$ cat config.mk
export PLATFORM = sky130hd
export DESIGN_NAME = instr_mem_loader
export DESIGN_NICKNAME = d
export VERILOG_FILES = /design/src/rtl/instr_mem_loader.sv
export SDC_FILE = /design/constraint.sdc
export NUM_CORES = 1
export LEC_CHECK = 0
export CAP_MARGIN = 20
export CORE_ASPECT_RATIO = 0.9
export CORE_UTILIZATION = 55
export CTS_BUF_LIST = sky130_fd_sc_hd__clkbuf_4 sky130_fd_sc_hd__clkbuf_8
export DETAILED_ROUTE_END_ITERATION = 10
export DONT_BUFFER_PORTS = 1
export PLACE_DENSITY = 0.73
export SLEW_MARGIN = 10
export SYNTH_ARGS = -nofsm -noshare
export SYNTH_HDL_FRONTEND = slang
export SYNTH_SLANG_ARGS = --single-unit
export TNS_END_PERCENT = 100
$ cat constraint.sdc
create_clock -name clk -period 1.5 [get_ports clk]
set_clock_uncertainty 0.1 [all_clocks]
set_input_delay 0.3 -clock clk [delete_from_list [all_inputs] [get_ports clk]]
set_output_delay 0.3 -clock clk [all_outputs]
set_load 0.1 [all_outputs]
$ cat src/rtl/instr_mem_loader.sv
// ============================================================================
// Module   : instr_mem_loader
// Purpose  : Streams 32-bit words into a byte-wide instruction memory, MSB first.
// Revision : 1.0
// ============================================================================
`default_nettype none

module instr_mem_loader #(
    parameter int ADDR_W = 5,
    parameter int WORDS  = 8
) (
    input  logic              clk,
    input  logic              rst,
    input  logic              start,
    input  logic [31:0]       word_in,
    input  logic              word_valid,
    input  logic              word_last,
    output logic              word_ready,
    output logic              mem_we,
    output logic [ADDR_W-1:0] mem_addr,
    output logic [7:0]        mem_wdata,
    output logic              busy,
    output logic              done,
    output logic              overflow,
    output logic [ADDR_W:0]   byte_count
);

    localparam logic [ADDR_W:0] c_CAP_BYTES = (ADDR_W+1)'(WORDS * 4);

    typedef enum logic [1:0] {
        S_IDLE  = 2'd0,
        S_LOAD  = 2'd1,
        S_WRITE = 2'd2,
        S_DONE  = 2'd3
    } state_t;

    state_t            r_state;
    state_t            w_next_state;
    logic [ADDR_W-1:0] r_base;
    logic [1:0]        r_bidx;
    logic [31:0]       r_word;
    logic              r_last;
    logic [ADDR_W:0]   r_byte_count;
    logic              r_overflow;

    logic              w_start_ok;
    logic              w_accept;
    logic              w_word_end;
    logic [ADDR_W:0]   w_count_inc;
    logic              w_cap_hit;

    assign w_start_ok  = ((r_state == S_IDLE) || (r_state == S_DONE)) && start;
    assign w_accept    = (r_state == S_LOAD) && word_valid;
    assign w_word_end  = (r_state == S_WRITE) && (r_bidx == 2'd3);
    assign w_count_inc = r_byte_count + 1'b1;
    assign w_cap_hit   = (w_count_inc == c_CAP_BYTES);

    always_ff @(posedge clk or negedge rst) begin
        if (!rst) begin
            r_state <= S_IDLE;
        end else begin
            r_state <= w_next_state;
        end
    end

    // The held last flag wins over capacity, so a final 8th word is not an overflow.
    always_comb begin
        w_next_state = r_state;
        case (r_state)
            S_IDLE,
            S_DONE:  if (start)      w_next_state = S_LOAD;
            S_LOAD:  if (word_valid) w_next_state = S_WRITE;
            S_WRITE: begin
                if (r_bidx == 2'd3) begin
                    if (r_last)         w_next_state = S_DONE;
                    else if (w_cap_hit) w_next_state = S_DONE;
                    else                w_next_state = S_LOAD;
                end
            end
            default: w_next_state = S_IDLE;
        endcase
    end

    always_ff @(posedge clk or negedge rst) begin
        if (!rst) begin
            r_base       <= '0;
            r_bidx       <= 2'd0;
            r_word       <= 32'd0;
            r_last       <= 1'b0;
            r_byte_count <= '0;
            r_overflow   <= 1'b0;
        end else begin
            if (w_start_ok) begin
                r_base       <= '0;
                r_byte_count <= '0;
                r_overflow   <= 1'b0;
            end
            if (w_accept) begin
                r_word <= word_in;
                r_last <= word_last;
                r_bidx <= 2'd0;
            end
            if (r_state == S_WRITE) begin
                r_byte_count <= w_count_inc;
                r_bidx       <= r_bidx + 2'd1;
            end
            if (w_word_end) begin
                r_base <= r_base + ADDR_W'(4);
                if (!r_last && w_cap_hit) begin
                    r_overflow <= 1'b1;
                end
            end
        end
    end

    // Address and data are forced to zero outside WRITE so the memory port idles cleanly.
    always_comb begin
        mem_addr  = '0;
        mem_wdata = 8'd0;
        if (r_state == S_WRITE) begin
            mem_addr = r_base + ADDR_W'(r_bidx);
            case (r_bidx)
                2'd0:    mem_wdata = r_word[31:24];
                2'd1:    mem_wdata = r_word[23:16];
                2'd2:    mem_wdata = r_word[15:8];
                default: mem_wdata = r_word[7:0];
            endcase
        end
    end

    assign word_ready = (r_state == S_LOAD);
    assign mem_we     = (r_state == S_WRITE);
    assign busy       = (r_state == S_LOAD) || (r_state == S_WRITE);
    assign done       = (r_state == S_DONE);
    assign overflow   = r_overflow;
    assign byte_count = r_byte_count;

endmodule

`default_nettype wire

==> impl_metrics.csv <==
group,metric,value,unit
logic_synthesis,synthAdderAreaFrac,5.786,%
detailed_routing,drt-initial-drc-count,252,
die,rows,22,
worst_setup_path,worst-path-stages,6,
cts,cts_sinks,47,
logic_synthesis,netlist_area,0.002379,mm2
global_route,antenna_found_initial,0,
die,die-area,0.004592,mm2
global_route,overflow,0,
power,ir_drop,0.001754,V
logic_synthesis,avgSynthCellArea,11.60,um2
cts,cts_buffers,5,
die,io_pins,61,
place,gp_congestion,0.8597,
worst_setup_path,cp-start-kind,"register",
layout,stdcell_count,320,
die,start_util,57.99,%
logic_synthesis,synthesis.nets,253,
power,p_leak,1.689,nW
logic_synthesis,synth_commonest_cells,"47 x dfrtp_1, 28 x mux2_1, 21 x nand2_1, 11 x ha_1, 11 x nor2_1",
logic_synthesis,synth-simple-area-share,10.78,%
logic_synthesis,ys_types,40,
detailed_routing,num_vias,2225,
place,io_buffers,0,
global_route,grt_pass1_vias,2040,
logic_synthesis,synth_top_cell_by_area,"dfrtp_1",
outcome,violations,"DRC, hold timing, setup timing",
worst_setup_path,crit_path_end_kind,"output port",
global_route,grt_pass1_wl,11.47,mm
die,die_h,64.39,um
power,power,8.742,mW
detailed_routing,viasPerCell,6.953,
cts,clock_latency,300,ps
worst_setup_path,critPathKind,"reg2out",
detailed_routing,route.detailed.drc,2,
cts,h-tree-depth,2,
worst_setup_path,cp_cell_sequence,"inv_2 > ha_4 > a222oi_1 > o21a_1 > nor2_4 > buf_12",
worst_setup_path,cp_slowest_cell,"a222oi_1",
layout,nNetsFinal,319,
layout,syn2layout_area_growth,61.81,%
sta,final_max_slew_viol_count,0,
logic_synthesis,synth_compound_area_share,11.63,%
worst_setup_path,worst-path-buf-inv,2,
die,fp.dieW,71.32,um
min_path,min_path_type,"in2async",
detailed_routing,antenna_left,0,
global_route,grt_max_degree,48,
place,place_hpwl,3.909,mm
logic_synthesis,synth_edf_count,0,
logic_synthesis,synthTopCellsByArea,"dfrtp_1 49%, mux2_1 13%, ha_1 5.8%, a222oi_1 3.4%, nand2_1 3.3%",
worst_setup_path,cp_data_required_time,1100,ps
sta,fin_crit,2416,ps
detailed_routing,totalWireLength,9.656,mm
global_route,track_usage,34.70,%
logic_synthesis,yosys_warnings,0,
worst_setup_path,crit_family,"compound AO/OA/AOI/OAI gates",
sta,rsz0062_at_grt,"yes",
cts,cts_tree,"done",
logic_synthesis,synth_xor_area_share,1.105,%
logic_synthesis,synth_top_family_by_area,"multiplexers",
flow_run,drv_cap,0,
layout,drive_gt1_share,62.13,%
outcome,run_status,"finished, violations left",
cts,cts.path.max_buffers,2,
sta,hold_viol_final,47,
worst_setup_path,critPathMaxFanout,8,
sta,holdWs,-416.5,ps
die,fp.coreArea,0.004101,mm2
cts,clkSlewWorstSetupHoldPaths,90,ps
power,power.density,2272,mW/mm2
worst_setup_path,slowest_delay,460,ps
sta,fmax,413.9,MHz
detailed_routing,route.detailed.wl_per_inst,30.18,um
worst_setup_path,r2r_cells,9,
sta,setup_viol,64,
logic_synthesis,synthMuxAreaShare,16.47,%
logic_synthesis,synth_top_area_share,49.45,%
worst_setup_path,worstPathArrival,2020,ps
logic_synthesis,synthFlopType,"dfrtp_1",
layout,diodes,0,
sta,setup_ws,-916.3,ps
sta,min_period_over_period,161.1,%
logic_synthesis,ys_ff_latch,47,
logic_synthesis,async_flop_share,100.0,%
logic_synthesis,yosysSeqAreaShare,49.45,%
logic_synthesis,syn_inst,205,
place,place_inst,275,
detailed_routing,drt-pass1-iter-count,7,
cts,root_buffer,"clkbuf_8",
logic_synthesis,synth.most_common_cell,"dfrtp_1",
## worst paths after layout
| path | start | endpoint | slack [ps] |
|---|---|---|---|
| min in group clk | word_in[2] | r_word[2] | 40 |
| max in group asynchronous | rst | r_word[3] | 1610 |
| worst max register to register | r_state[0] | r_state[1] | -540 |
| worst min register to register | r_word[29] | r_word[29] | 430 |
| worst max-delay path | r_bidx[0] | mem_wdata[2] | -920 |
| worst min-delay path | rst | byte_count[3] | -420 |
## through the flow
step           hold slack (ps)  util (%)  cell area [um2]  setup WS (ps)  setup TNS, ps
6_report                -416.5     93.84             3849         -916.3         -24410
5_1_grt                 -434.0     93.84             3849         -951.9         -25600
4_1_cts                 -419.9     86.88             3563         -721.6         -12610
3_5_place_dp            -94.31     71.11             2917         -525.1          -8082
3_3_place_gp            -94.32     71.11             2917         -449.9          -5518
2_1_floorplan           -95.59         -             2529         -607.7         -25280
## kinds of logic after synthesis
kind of cell             Yosys count
AO/OA/AOI/OAI                     36
XOR/XNOR                           3
adder cells (fa/ha/maj)           11
buffers and inverters             18
flip-flops                        47
multiplexers                      35
other                              1
AND/OR/NAND/NOR                   54
## layout make-up
cell class              instances  area (um2)
clock buffers                   6       82.58
fillers                       103       252.7
repair inverters                1       16.27
clock inverters                 2       16.27
repair buffers                 69       910.9
well taps                      48       60.06
flip-flops and latches         47        1194
inverters                       7       45.04
multi-input cells             140        1524
## power by group
part	switching (mW)	internal, mW	leakage [nW]
Clock	0.446	0.377	0.0474
Combinational	2.92	2.67	1.08
Sequential	0.503	1.82	0.565
## layer usage
layer  vias up  track usage, %  share of wire, %
li1        875               -                 -
met1      1106           43.15                36
met2       190           58.33                49
met3        54           9.464               9.8
met4         0           11.75               5.7
met5         -               0                 0
## timing repair
action	4_1_cts	5_1_grt
hold endpoints to repair	47	47
cloned	5	1
setup endpoints to repair	57	64
resized for setup	76	47
pin swaps	19	20
buffers inserted	17	21
## cells in the final DEF (no fill, tap or decap), types with 3 or more instances in the layout
| master | count |
|---|---|
| dfrtp_1 | 39 |
| mux2_4 | 30 |
| buf_4 | 26 |
| buf_12 | 20 |
| nand2_1 | 19 |
| buf_6 | 18 |
| nor2_4 | 11 |
| a222oi_1 | 8 |
| o21a_1 | 8 |
| nand3_2 | 7 |
| ha_4 | 7 |
| clkbuf_8 | 6 |
| o21ai_1 | 5 |
| dfrtp_2 | 5 |
| ha_1 | 4 |
| inv_2 | 3 |
| nor2b_4 | 3 |
| mux2_2 | 3 |
| dfrtp_4 | 3 |
| buf_16 | 3 |
## state kept, by name, summed over array words and instances (netlist names)
name	cells
r_base	3
r_word	32
r_last	1
r_bidx	2
overflow	1
byte_count	6
r_state	2
Note: power is estimated with default switching activity, not from simulation.
